[src/rtl/wordser_pkg.sv]
// -----------------------------------------------------------------------------
// wordser_pkg
// Shared definitions for the word-to-lane serializer:
//   IDLE_SYM       idle fill byte driven on Data_out while no lane is valid
//                  (only used when WORDSER_IDLE_FILL_EN is defined)
//   IDLE_SYM_WIDE  IDLE_SYM replicated so any lane width up to 256 bits can
//                  take its low OUT_W bits (replicate or truncate)
//   ser_state_e    serializer FSM states
//   lanes_per_word returns IN_W/OUT_W, or 0 when the ratio is illegal
// -----------------------------------------------------------------------------
package wordser_pkg;

    localparam logic [7:0]   IDLE_SYM      = 8'hBC;
    localparam logic [255:0] IDLE_SYM_WIDE = {32{IDLE_SYM}};

    typedef enum logic [0:0] {
        IDLE = 1'b0,
        SEND = 1'b1
    } ser_state_e;

    // Lanes per word; 0 flags an illegal ratio (non-multiple or fewer than 2 lanes).
    function automatic int lanes_per_word(input int in_w, input int out_w);
        int r;
        if (out_w <= 0) begin
            r = 0;
        end else if ((in_w % out_w) != 0) begin
            r = 0;
        end else if ((in_w / out_w) < 2) begin
            r = 0;
        end else begin
            r = in_w / out_w;
        end
        return r;
    endfunction

endpackage

[src/rtl/word_fifo.sv]
// -----------------------------------------------------------------------------
// word_fifo
// Synchronous DEPTH x W word FIFO. Pushes while full and pops while empty are
// ignored, so callers may drive push/pop without gating.
// Ports:
//   clk_4f   in   clock, all state on rising edge
//   reset_L  in   asynchronous active-low reset (pointers and count cleared)
//   push     in   write din at the edge (ignored when full)
//   pop      in   advance the head at the edge (ignored when empty)
//   din      in   W-bit write data
//   dout     out  W-bit head word (valid when !empty)
//   count    out  words buffered, $clog2(DEPTH)+1 bits
//   full     out  count == DEPTH
//   empty    out  count == 0
// -----------------------------------------------------------------------------
module word_fifo #(
    parameter int W     = 32,
    parameter int DEPTH = 4
) (
    input  logic                     clk_4f,
    input  logic                     reset_L,
    input  logic                     push,
    input  logic                     pop,
    input  logic [W-1:0]             din,
    output logic [W-1:0]             dout,
    output logic [$clog2(DEPTH):0]   count,
    output logic                     full,
    output logic                     empty
);

    localparam int             AW        = $clog2(DEPTH);
    localparam logic [AW:0]    DEPTH_CNT = (AW+1)'(DEPTH);

    logic [W-1:0]  mem_r [DEPTH];
    logic [AW-1:0] wr_ptr_r;
    logic [AW-1:0] rd_ptr_r;
    logic [AW:0]   count_r;
    logic [AW:0]   count_nxt_s;
    logic          push_ok_s;
    logic          pop_ok_s;

    assign full      = (count_r == DEPTH_CNT);
    assign empty     = (count_r == {(AW+1){1'b0}});
    assign count     = count_r;
    assign dout      = mem_r[rd_ptr_r];
    assign push_ok_s = push & ~full;
    assign pop_ok_s  = pop & ~empty;

    // Next occupancy: simultaneous push and pop leaves the count unchanged.
    always_comb begin
        count_nxt_s = count_r;
        case ({push_ok_s, pop_ok_s})
            2'b10:   count_nxt_s = count_r + (AW+1)'(1'b1);
            2'b01:   count_nxt_s = count_r - (AW+1)'(1'b1);
            default: count_nxt_s = count_r;
        endcase
    end

    // Pointer and occupancy registers; pointers wrap modulo DEPTH.
    always_ff @(posedge clk_4f or negedge reset_L) begin
        if (!reset_L) begin
            wr_ptr_r <= {AW{1'b0}};
            rd_ptr_r <= {AW{1'b0}};
            count_r  <= {(AW+1){1'b0}};
        end else begin
            if (push_ok_s) begin
                wr_ptr_r <= wr_ptr_r + AW'(1'b1);
            end
            if (pop_ok_s) begin
                rd_ptr_r <= rd_ptr_r + AW'(1'b1);
            end
            count_r <= count_nxt_s;
        end
    end

    // Storage array; contents are only meaningful between the pointers.
    always_ff @(posedge clk_4f) begin
        if (push_ok_s) begin
            mem_r[wr_ptr_r] <= din;
        end
    end

endmodule

[src/rtl/wordn_serializer.sv]
// -----------------------------------------------------------------------------
// wordn_serializer
// Buffers IN_W-bit words in a DEPTH-entry FIFO and emits them as OUT_W-bit
// lanes, one per clk_4f cycle, stalling on ready and flagging dropped words.
// Optional build macro: WORDSER_IDLE_FILL_EN -- when defined, Data_out drives
// IDLE_SYM (replicated/truncated to OUT_W) whenever valid_out is 0, including
// during reset; otherwise it drives 0.
// Ports:
//   clk_4f      in   lane-rate clock
//   reset_L     in   asynchronous active-low reset
//   valid_in    in   Data_in holds a word this cycle
//   Data_in     in   IN_W-bit word
//   full        out  FIFO holds DEPTH words; an offered word is dropped
//   overflow    out  sticky: a word was offered while full
//   fifo_count  out  words buffered, excluding the one being serialized
//   ready       in   downstream accepts the lane this cycle
//   valid_out   out  Data_out holds a valid lane
//   Data_out    out  OUT_W-bit lane
// -----------------------------------------------------------------------------
module wordn_serializer
    import wordser_pkg::*;
#(
    parameter int IN_W      = 32,
    parameter int OUT_W     = 8,
    parameter int DEPTH     = 4,
    parameter int MSB_FIRST = 1
) (
    input  logic                    clk_4f,
    input  logic                    reset_L,
    input  logic                    valid_in,
    input  logic [IN_W-1:0]         Data_in,
    output logic                    full,
    output logic                    overflow,
    output logic [$clog2(DEPTH):0]  fifo_count,
    input  logic                    ready,
    output logic                    valid_out,
    output logic [OUT_W-1:0]        Data_out
);

    localparam int R  = lanes_per_word(IN_W, OUT_W);
    localparam int CW = (R > 2) ? $clog2(R) : 1;
    localparam logic [CW-1:0] LAST_LANE = CW'(R - 1);

`ifdef WORDSER_IDLE_FILL_EN
    localparam logic [OUT_W-1:0] IDLE_FILL = IDLE_SYM_WIDE[OUT_W-1:0];
`else
    localparam logic [OUT_W-1:0] IDLE_FILL = {OUT_W{1'b0}};
`endif

    if (R < 2) begin : g_bad_ratio
        $fatal(1, "wordn_serializer: IN_W must be a multiple of OUT_W with at least 2 lanes");
    end
    if ((DEPTH < 2) || ((DEPTH & (DEPTH - 1)) != 0)) begin : g_bad_depth
        $fatal(1, "wordn_serializer: DEPTH must be a power of two, at least 2");
    end

    ser_state_e        state_r;
    ser_state_e        state_nxt_s;
    logic [CW-1:0]     cnt_r;
    logic [IN_W-1:0]   shift_r;
    logic [IN_W-1:0]   shifted_s;
    logic [IN_W-1:0]   fifo_head_s;
    logic [OUT_W-1:0]  cur_lane_s;
    logic              fifo_full_s;
    logic              fifo_empty_s;
    logic              load_s;
    logic              advance_s;
    logic              valid_s;
    logic [OUT_W-1:0]  lane_s;
    logic              overflow_r;

    word_fifo #(
        .W     (IN_W),
        .DEPTH (DEPTH)
    ) u_fifo (
        .clk_4f  (clk_4f),
        .reset_L (reset_L),
        .push    (valid_in),
        .pop     (load_s),
        .din     (Data_in),
        .dout    (fifo_head_s),
        .count   (fifo_count),
        .full    (fifo_full_s),
        .empty   (fifo_empty_s)
    );

    // The lane on the wire always sits at the leading end of the shift register.
    assign cur_lane_s = (MSB_FIRST != 0) ? shift_r[IN_W-1 -: OUT_W] : shift_r[OUT_W-1:0];
    assign shifted_s  = (MSB_FIRST != 0) ? {shift_r[IN_W-OUT_W-1:0], {OUT_W{1'b0}}}
                                         : {{OUT_W{1'b0}}, shift_r[IN_W-1:OUT_W]};

    assign full      = fifo_full_s;
    assign overflow  = overflow_r;
    assign valid_out = valid_s;
    assign Data_out  = lane_s;

    // FSM state register.
    always_ff @(posedge clk_4f or negedge reset_L) begin
        if (!reset_L) begin
            state_r <= IDLE;
        end else begin
            state_r <= state_nxt_s;
        end
    end

    // Next-state and pop/shift decisions; the last lane reloads with no bubble.
    always_comb begin
        state_nxt_s = state_r;
        load_s      = 1'b0;
        advance_s   = 1'b0;
        case (state_r)
            IDLE: begin
                if (!fifo_empty_s) begin
                    state_nxt_s = SEND;
                    load_s      = 1'b1;
                end else begin
                    state_nxt_s = IDLE;
                end
            end
            SEND: begin
                if (!ready) begin
                    state_nxt_s = SEND;
                end else if (cnt_r != LAST_LANE) begin
                    advance_s   = 1'b1;
                end else if (!fifo_empty_s) begin
                    load_s      = 1'b1;
                end else begin
                    state_nxt_s = IDLE;
                end
            end
            default: begin
                state_nxt_s = IDLE;
            end
        endcase
    end

    // Outputs decoded from the state and shift registers only.
    always_comb begin
        valid_s = 1'b0;
        lane_s  = IDLE_FILL;
        case (state_r)
            SEND: begin
                valid_s = 1'b1;
                lane_s  = cur_lane_s;
            end
            IDLE: begin
                valid_s = 1'b0;
                lane_s  = IDLE_FILL;
            end
            default: begin
                valid_s = 1'b0;
                lane_s  = IDLE_FILL;
            end
        endcase
    end

    // Shift register and lane counter.
    always_ff @(posedge clk_4f or negedge reset_L) begin
        if (!reset_L) begin
            shift_r <= {IN_W{1'b0}};
            cnt_r   <= {CW{1'b0}};
        end else if (load_s) begin
            shift_r <= fifo_head_s;
            cnt_r   <= {CW{1'b0}};
        end else if (advance_s) begin
            shift_r <= shifted_s;
            cnt_r   <= cnt_r + CW'(1'b1);
        end else begin
            shift_r <= shift_r;
            cnt_r   <= cnt_r;
        end
    end

    // Sticky drop flag, cleared only by reset.
    always_ff @(posedge clk_4f or negedge reset_L) begin
        if (!reset_L) begin
            overflow_r <= 1'b0;
        end else if (valid_in && fifo_full_s) begin
            overflow_r <= 1'b1;
        end else begin
            overflow_r <= overflow_r;
        end
    end

endmodule
[config.mk]
export PLATFORM = sky130hd
export DESIGN_NAME = wordn_serializer
export DESIGN_NICKNAME = d
export VERILOG_FILES = /design/src/rtl/wordser_pkg.sv /design/src/rtl/word_fifo.sv /design/src/rtl/wordn_serializer.sv
export SDC_FILE = /design/constraint.sdc
export NUM_CORES = 1
export LEC_CHECK = 0
export CAP_MARGIN = 10
export CORE_MARGIN = 2
export CORE_UTILIZATION = 43
export DETAILED_ROUTE_END_ITERATION = 7
export PLACE_DENSITY = 0.58
export SLEW_MARGIN = 20
export SYNTH_ARGS = -nofsm -noshare
export SYNTH_HDL_FRONTEND = slang
export SYNTH_HIERARCHICAL = 1
export SYNTH_SLANG_ARGS = --single-unit
[constraint.sdc]
create_clock -name clk_4f -period 3.61 [get_ports clk_4f]
set_input_delay 0.722 -clock clk_4f [delete_from_list [all_inputs] [get_ports clk_4f]]
set_output_delay 0.722 -clock clk_4f [all_outputs]
set_load 0.005 [all_outputs]
======== Word-level counts from Yosys, hierarchy flattened ========
Memory sizes are Yosys's and may differ from the RTL's.
Index checks and enable logic that the tools add are counted.
cells by class
  equal/unequal tests ..................... 4
  mux-type cells .......................... 19
  add/sub/neg operators ................... 5
  bitwise logic cells ..................... 5
  reductions and logical operators ........ 4
operator list
  cell                                               count
  two-way mux 32 bit                                 2
  one-hot mux 8 bit (2 select lines)                 1
  two-way mux 1 bit                                  10
  adder 2 x 1 -> 2 bit (second input constant)       3
  one-hot mux 1 bit (2 select lines)                 3
  one-hot mux 3 bit (2 select lines)                 1
  two-way mux 2 bit                                  2
  nonzero test 2 bit                                 2
  adder 3 x 1 -> 3 bit (second input constant)       1
  == test 3 bit (second input constant)              1
  zero test 3 bit                                    1
  NOT 1 bit                                          3
  subtractor 3 x 1 -> 3 bit (second input constant)  1
  bitwise AND 1 bit                                  2
  == test 2 x 1 -> 1 bit (second input constant)     1
  == test 2 bit (second input constant)              1
  inequality test 2 bit (second input constant)      1
  logical AND 1 bit                                  1
storage, ports and cells
  logic and storage cells ................. 45
  RAM bits ................................ 128
  memories kept ........................... 1
  flip-flop bits (word level) ............. 43
  input port bits ......................... 36
memories
  name          words  width  read ports  clocked after Yosys merged registers in  wr ports  line             text
  u_fifo.mem_r  4      32     1           0                                        1         word_fifo.sv:34  logic [W-1:0] mem_r [DEPTH];

======== Depth between registers and ports, before layout ========
  depth after elaboration ................. 8
  gate-level depth with buffers ........... 14
  mapped depth without buffers ............ 11

======== By module ========
Netlist, hierarchy kept.
by module, submodules not included
  module            cells each  area each (um^2)  times used
  word_fifo         205         5091.1            1
  wordn_serializer  196         1955.6            1

======== Least setup slack after synthesis ========
Ideal clock, no wire load.
  path kind ............................... input-to-reg
  start ................................... in ready
  end ..................................... reg u_fifo.count_r[2] (netlist: u_fifo/count[2])
  stages .................................. 12
  buffers on the path ..................... 2
  data arrival time ....................... 2.476 ns
  slack ................................... 1.055 ns
  library setup time ...................... 0.079 ns
  cells stage by stage .................... a21boi_4 -> or2_1 -> buf_6 -> buf_6 -> inv_1 -> o31a_1 -> ha_1 -> inv_1 -> fa_1 -> xor2_1 -> nor2_1 -> xor2_1
between the ends
  longest elaborated chain between the ends .. 5
RTL lines
  element                                                                   line                     text
  from (decl)                                                               wordn_serializer.sv:35   input logic ready,
  two-way mux 1 bit (*)                                                     wordn_serializer.sv:121  if (!ready) begin
  one-hot mux 1 bit (2 select lines) (*)                                    wordn_serializer.sv:111  case (state_r)
  named net load_s                                                          wordn_serializer.sv:66   logic load_s;
  bitwise AND 1 bit (*)                                                     word_fifo.sv:47          assign pop_ok_s = pop & ~empty;
  named net u_fifo.pop_ok_s                                                 word_fifo.sv:40          logic pop_ok_s;
  == test 2 x 1 -> 1 bit or == test 2 bit (tied branches)                   word_fifo.sv:52          case ({push_ok_s, pop_ok_s})
  one-hot mux 3 bit (2 select lines) or nonzero test 2 bit (tied branches)  -
  to (signal assigned)                                                      word_fifo.sv:64          count_r <= {(AW+1){1'b0}};
  to (signal assigned)                                                      word_fifo.sv:72          count_r <= count_nxt_s;
  to (decl)                                                                 word_fifo.sv:37          logic [AW:0] count_r;
Mark *: on every way through the listed nets, which the timed path passes. The rest lies on a longest branch.
A chain may end at the register's enable or synchronous reset.

======== Worst setup path after layout ========
Ends and elaborated chain as after synthesis.

==> summary.md <==
| Metric | Value |
|---|---|
| Status | `complete, no violations` |
| Largest delay share family, worst path | `buffers and inverters` |
| Detailed Place HPWL | `8570 µm` |
| H-tree depth | `4` |
| Largest net degree at the start of global routing | `50` |
| Routability cong. | `0.724` |
| Die Wd | `132 µm` |
| Pins Over Slew Limit | `0` |
| Setup bufs post-CTS | `0` |
| EDFF count, synth | `128` |
| Clk slew on worst S/H paths | `0.06 ns` |
| Cell area after placement | `0.00773 mm²` |
| Synth Net Count | `444` |
| Synth cell types | `34` |
| TritonCTS clock tree | `yes` |
| Row count | `46` |
| Unrepaired setup endpoints after global routing | `no` |
| XOR/XNOR Fraction of Synth Area | `0.870%` |
| CP required | `3.96 ns` |
| # nets final | `499` |
| Detailed Routing Iterations Pass 1 | `5` |
| Layout cells sized above 1 | `16.8%` |
| HP Class | `in2async` |
| Mux contribution to synthesized area | `10.9%` |
| CP arrival | `2.95 ns` |
| Longest Clk Path Bufs | `2` |
| Setup_tns | `0 ns` |
| Synth Area in Compound Gates | `7.53%` |
| Peak supply drop | `0.000375 V` |
| Register area share after synthesis | `69.8%` |
| GRT Residual Overflow | `0` |
| Fin. Hold Viols | `0` |
| CP Class | `in2reg` |
| Post-Syn Area per Cell | `17.6 µm²` |
| Ys Warns | `6` |
| Critical path peak fanout | `10` |
| DRC errors left | `0` |
| Global-route wire length before repair | `22,200 µm` |
| Cell Area, Synth | `0.00705 mm²` |
| Tcrit/Tclk final | `72.2%` |
| Antenna Nets Post-Route | `0` |
| Synth cell count leaders | `edfxtp_1 (128), dfrtp_1 (43), o21ai_0 (32)` |
| Clock Latency Late Sink | `0.42 ns` |
| R2R Setup Slk | `1.16 ns` |
| Post-synth top area share | `54.5%` |
| Clock Skew | `0.00948 ns` |
| Final min period | `2.61 ns` |
| Initial antenna violation count | `0` |
| Drt wl/cell | `20.4 µm` |
| Vias in the first global route | `3,886` |
| Synth area leaders | `edfxtp_1 (55%), dfrtp_1 (15%), mux4_2 (8.9%)` |
| CTS resizes | `0` |
| Via count | `3,655` |
| Combinational family with the most area after synthesis | `multiplexers` |
| Global router's overall resource usage | `17.0%` |
| F_max | `384 MHz` |
| Vias per cell | `5.34` |
| Count leader, synth | `edfxtp_1` |
| Synth Register Bits | `171` |
| Root Buffer | `clkbuf_16` |
| I/O Buffers | `49` |
| Synthesized instance count | `401` |
| Ys flop type | `edfxtp_1` |
| Core region area | `0.0159 mm²` |
| Critical path's slowest cell | `clkdlybuf4s50_1` |
| Critical Path End Type | `flip-flop` |
| Crit path buf inv count | `3` |
| Synth Area in Adders | `1.35%` |
| Worst Hold Margin | `0.291 ns` |
| LEAKAGE | `2.88 nW` |
| Synth Area in Simple Gates | `5.77%` |
| N_diodes | `0` |
| # setup viols final | `0` |
| Initial Util | `44.2%` |
| Final instance area | `0.00829 mm²` |
| Synth-to-layout area growth | `17.7%` |
| Inserted Clock Buffers | `17` |
| Routed WL | `14,000 µm` |
| Ports | `50` |
| Pwr dens | `799 mW/mm²` |
| Number of hold buffers added after CTS | `0` |
| Initial DRC Count | `211` |
| Clock sinks | `171` |
| Slowest stage delay, CP | `0.55 ns` |
| Worst-Margin Slew | `0.942 ns` |
| Share of synthesized flip-flops with an asynchronous set or reset | `25.1%` |
| Crit start category | `input pin` |
| Largest area contributor in the netlist | `edfxtp_1` |
| Max Cap Violations | `0` |
| Worst-path cell chain | `clkdlybuf4s50_1 > a21boi_4 > or2_1 > inv_1 > o31a_1 > ha_1 > inv_1 > fa_1 > xor2_1 > nor2_1 > xor2_1` |
| Die footprint | `0.0174 mm²` |
| Slew HR | `37.2%` |
| Chip height | `132 µm` |
stage by stage:
step / setup WS, ns / utilization (%) / instances / total power, mW
global placement: 0.599 / 48.5 / 653 / 4.93
floorplan: 1.05 / - / 401 / 4.31
CTS: 1.02 / 52.0 / 685 / 6.72
detailed placement: 0.570 / 48.5 / 653 / 4.98
global route: 0.863 / 52.0 / 685 / 6.99
finish: 1.00 / 52.0 / 685 / 6.62
logic make-up after synthesis:
family                     after synthesis
xor gates and xnor gates                 7
buffers and inverters                   43
AOI/OAI and AO/OA                       68
and+or+nand+nor                         70
muxes                                   35
DFF                                    171
adders and majority gates                7
sequential cells by signal, summed over array words and instances (netlist names):
name,cells
cnt_r,2
u_fifo/mem_r,128
u_fifo/count,3
u_fifo/wr_ptr_r,2
shift_r,32
u_fifo/rd_ptr_r,2
state_r,1
overflow,1
layout make-up:
class,instances,area [µm²]
Fill cell,1308,7650
Inverter,16,60.1
Sequential cell,171,4920
Multi-Input combinational cell,187,1860
Clock buffer,20,437
Tap cell,216,270
Timing Repair Buffer,63,618
Clock inverter,12,125
cell usage in the layout (no fill, tap or decap):
| master | instances |
|---|---|
| a21boi_4 | 1 |
| nor3_1 | 1 |
| dfrtp_2 | 2 |
| xnor2_1 | 3 |
| o31a_1 | 1 |
| o21ai_1 | 1 |
| buf_12 | 2 |
| clkbuf_1 | 3 |
| fa_1 | 1 |
| mux2i_1 | 2 |
| xor2_1 | 4 |
| and2_1 | 12 |
| mux2_2 | 1 |
| ha_1 | 6 |
| edfxtp_1 | 128 |
| nor3b_1 | 24 |
| nand2_1 | 1 |
| or2_1 | 1 |
| inv_1 | 16 |
| nand2b_1 | 1 |
| o221a_2 | 3 |
| buf_4 | 13 |
| bufinv_16 | 2 |
| clkinv_1 | 2 |
| mux4_2 | 28 |
| dfrtp_1 | 41 |
| clkbuf_16 | 17 |
| nor2_1 | 27 |
| clkdlybuf4s50_1 | 48 |
| clkinv_2 | 2 |
| nor2b_2 | 1 |
| clkinv_4 | 2 |
| mux4_1 | 4 |
| o221a_1 | 21 |
| a21o_1 | 1 |
| nor3b_2 | 1 |
| o21ai_0 | 32 |
| o211ai_1 | 8 |
| nand3b_1 | 1 |
| clkinvlp_4 | 4 |
final timing paths:
path	start	to	depth (start not counted)
worst max-delay path	ready	u_fifo/count[2]$_DFFE_PN0P_	11
worst min-delay path	reset_L	u_fifo/count[1]$_DFFE_PN0P_	1
worst max register to register	u_fifo/count[0]$_DFFE_PN0P_	u_fifo/count[2]$_DFFE_PN0P_	11
worst min register to register	overflow$_DFFE_PN0P_	overflow$_DFFE_PN0P_	1
max in group asynchronous	reset_L	u_fifo/rd_ptr_r[1]$_DFFE_PN0P_	1
min in group clk_4f	overflow$_DFFE_PN0P_	overflow$_DFFE_PN0P_	1
worst register-to-register path, stage by stage (launching register included):
cell and delay, ns:
dfrtp_1 0.51, nor3_1 0.10, buf_4 0.18, or2_1 0.25, inv_1 0.10, o31a_1 0.20
ha_1 0.19, inv_1 0.06, fa_1 0.37, xor2_1 0.15, nor2_1 0.11, xor2_1 0.15
power by group:
part	internal, mW	switching (mW)	leakage (nW)
registers	2.68	0.404	1.68
clock network	1.01	0.716	0.261
logic	0.968	0.849	0.941
layer usage:
layer / vias up / wire length (µm) / global-route usage [%]
met5: - / 0 / 0
met1: 1889 / 6280 / 22.7
li1: 1684 / - / -
met3: 8 / 577 / 4.23
met2: 74 / 7010 / 27.3
met4: 0 / 136 / 6.34
Power figures use the tool's default switching activity.
==> RTL change (same settings) <==
Put a register stage on the output `fifo_count`, cleared by the reset. The value now appears one clock later. The other outputs are not delayed to match.
--- a/src/rtl/wordn_serializer.sv
+++ b/src/rtl/wordn_serializer.sv
@@ -41,6 +41,8 @@
     localparam int CW = (R > 2) ? $clog2(R) : 1;
     localparam logic [CW-1:0] LAST_LANE = CW'(R - 1);
 
+    logic [$clog2(DEPTH):0] fifo_count_d;
+
 `ifdef WORDSER_IDLE_FILL_EN
     localparam logic [OUT_W-1:0] IDLE_FILL = IDLE_SYM_WIDE[OUT_W-1:0];
 `else
@@ -79,7 +81,7 @@
         .pop     (load_s),
         .din     (Data_in),
         .dout    (fifo_head_s),
-        .count   (fifo_count),
+        .count   (fifo_count_d),
         .full    (fifo_full_s),
         .empty   (fifo_empty_s)
     );
@@ -182,4 +184,12 @@
         end
     end
 
+    always_ff @(posedge clk_4f or negedge reset_L) begin
+        if (!reset_L) begin
+            fifo_count <= '0;
+        end else begin
+            fifo_count <= fifo_count_d;
+        end
+    end
+
 endmodule
Formal check against the unedited RTL: not equivalent (Yosys sat finds a counterexample within 4 cycles, from zero or initial values and one cycle with reset_L low).
==> RTL change against the original RTL <==
First-iteration DRC count is 6.2% lower; largest power group unchanged; area after synthesis is 1.1% higher; sequential cell count is 3 higher; setup slack worse by 0.043 ns; final area is 0.69% higher; clock power is 2% higher; non-clock buffer count is 2 lower; hold slack better by 0.027 ns; routed wire length is 3.2% lower; total power is 0.76% higher; largest cell class unchanged.
==> RTL change: results (changes against the original RTL) <==
[run_status]
status = completed

[layout]
diodes = 0  ; unchanged
nets = 500  ; +0.20%
layout-drive-gt1-share = 0.166  ; -0.00249
final.fill_count = 1337  ; +2.2%

[drt]
drt_iter0_markers = 198  ; -6.2%
wl_mm = 13.6  ; -3.2%
vias_per_cell = 5.35  ; +0.20%
detail_route.wl_per_cell_um = 19.7  ; -3.9%

[synthesis]
synth_top_cells_by_area = edfxtp_1 (54%), dfrtp_1 (16%), mux4_2 (8.9%)
synth.net_count = 447  ; +0.68%
ys_types = 35  ; +2.9%
ys_seq_area_frac = 0.701  ; +0.00294
yosys_warnings = 6  ; unchanged
synthCells = 404  ; +0.75%
synthTopCellsByCount = edfxtp_1 (128), dfrtp_1 (46), o21ai_0 (32)
synthArstFlopShare = 0.264  ; +0.0129

[pwr]
p_seq_frac = 0.467  ; +0.002
irDropWorstVdd_mv = 0.400  ; +6.5%
switching_power_mw = 1.97  ; -0.11%
p_leak_nw = 2.91  ; +1.2%
combPwrFrac = 0.268  ; -0.006
sw_frac_of_total = 0.295  ; -0.00254

[place]
placed_area_sq_um = 7780  ; +0.68%
dp_slack_ns = 0.546  ; -0.0240 ns
placed_cells = 658  ; +0.77%
place.gp.congestion = 0.770  ; +6.4%
dp_hpwl_mm = 7.95  ; -7.2%

[setup_path]
crit_fanout = 10  ; unchanged
startpoint = ready
cp_data_arrival_time_ns = 3.00  ; +0.05 ns

[grt]
grt_util_all_layers = 0.166  ; -0.00420
antenna_found_initial = 0  ; unchanged
grt_pass1_wl_mm = 21.7  ; -2.1%
grt_pass1_vias = 3903  ; +0.44%

[sta]
skew_ns = 0.0116  ; +0.00214 ns
maxSlewHeadroom = 0.425  ; +0.0527

[clocking]
cts_setup_buffers = 0  ; unchanged
cts_buffer_depth = 2  ; unchanged
root_buffer = clkbuf_16
htree_levels = 4  ; unchanged

## RTL change: kinds of logic (layout without fill, tap and decap cells)
| logic type | Yosys count | in the layout | share of synthesized area |
|---|---|---|---|
| simple gates | 70 | 70 | 0.0571 |
| buf+inv | 43 | 109 | 0.0378 |
| xor+xnor | 7 | 7 | 0.00861 |
| mux | 35 | 35 | 0.108 |
| fa+ha+maj | 7 | 7 | 0.0133 |
| flops | 174 | 174 | 0.701 |
| compound gates | 68 | 68 | 0.0745 |
## RTL change: metal layers
metal  vias up  part of all wire  global-route usage
li1       1683                 -                   -
met1      1938              0.44               0.212
met2        56              0.52               0.278
met3        12             0.028              0.0402
met4         0             0.012              0.0609
met5         -                 0                   0
## RTL change: final cells by class
| cell class | instances | area, sq um | area share |
|---|---|---|---|
| Sequential cell | 174 | 5000 | 0.598 |
| Timing Repair Buffer | 61 | 591 | 0.0707 |
| Inverter | 16 | 60.1 | 0.00719 |
| Tap cell | 220 | 275 | 0.0330 |
| Multi-Input combinational cell | 187 | 1860 | 0.223 |
| Clock buffer | 20 | 447 | 0.0535 |
| Clock inverter | 12 | 120 | 0.0144 |
## RTL change: path summary, 6_finish.rpt
check | depth (start not counted) | endpoint | slack (ns)
max | 11 | u_fifo/count[2]$_DFFE_PN0P_ | 0.96
min reg2reg | 1 | overflow$_DFFE_PN0P_ | 0.46
max in group asynchronous | 1 | u_fifo/rd_ptr_r[1]$_DFFE_PN0P_ | 2.86
max reg2reg | 11 | u_fifo/count[2]$_DFFE_PN0P_ | 1.17
min in group clk_4f | 1 | overflow$_DFFE_PN0P_ | 0.46
min | 1 | shift_r[21]$_DFFE_PN0P_ | 0.32
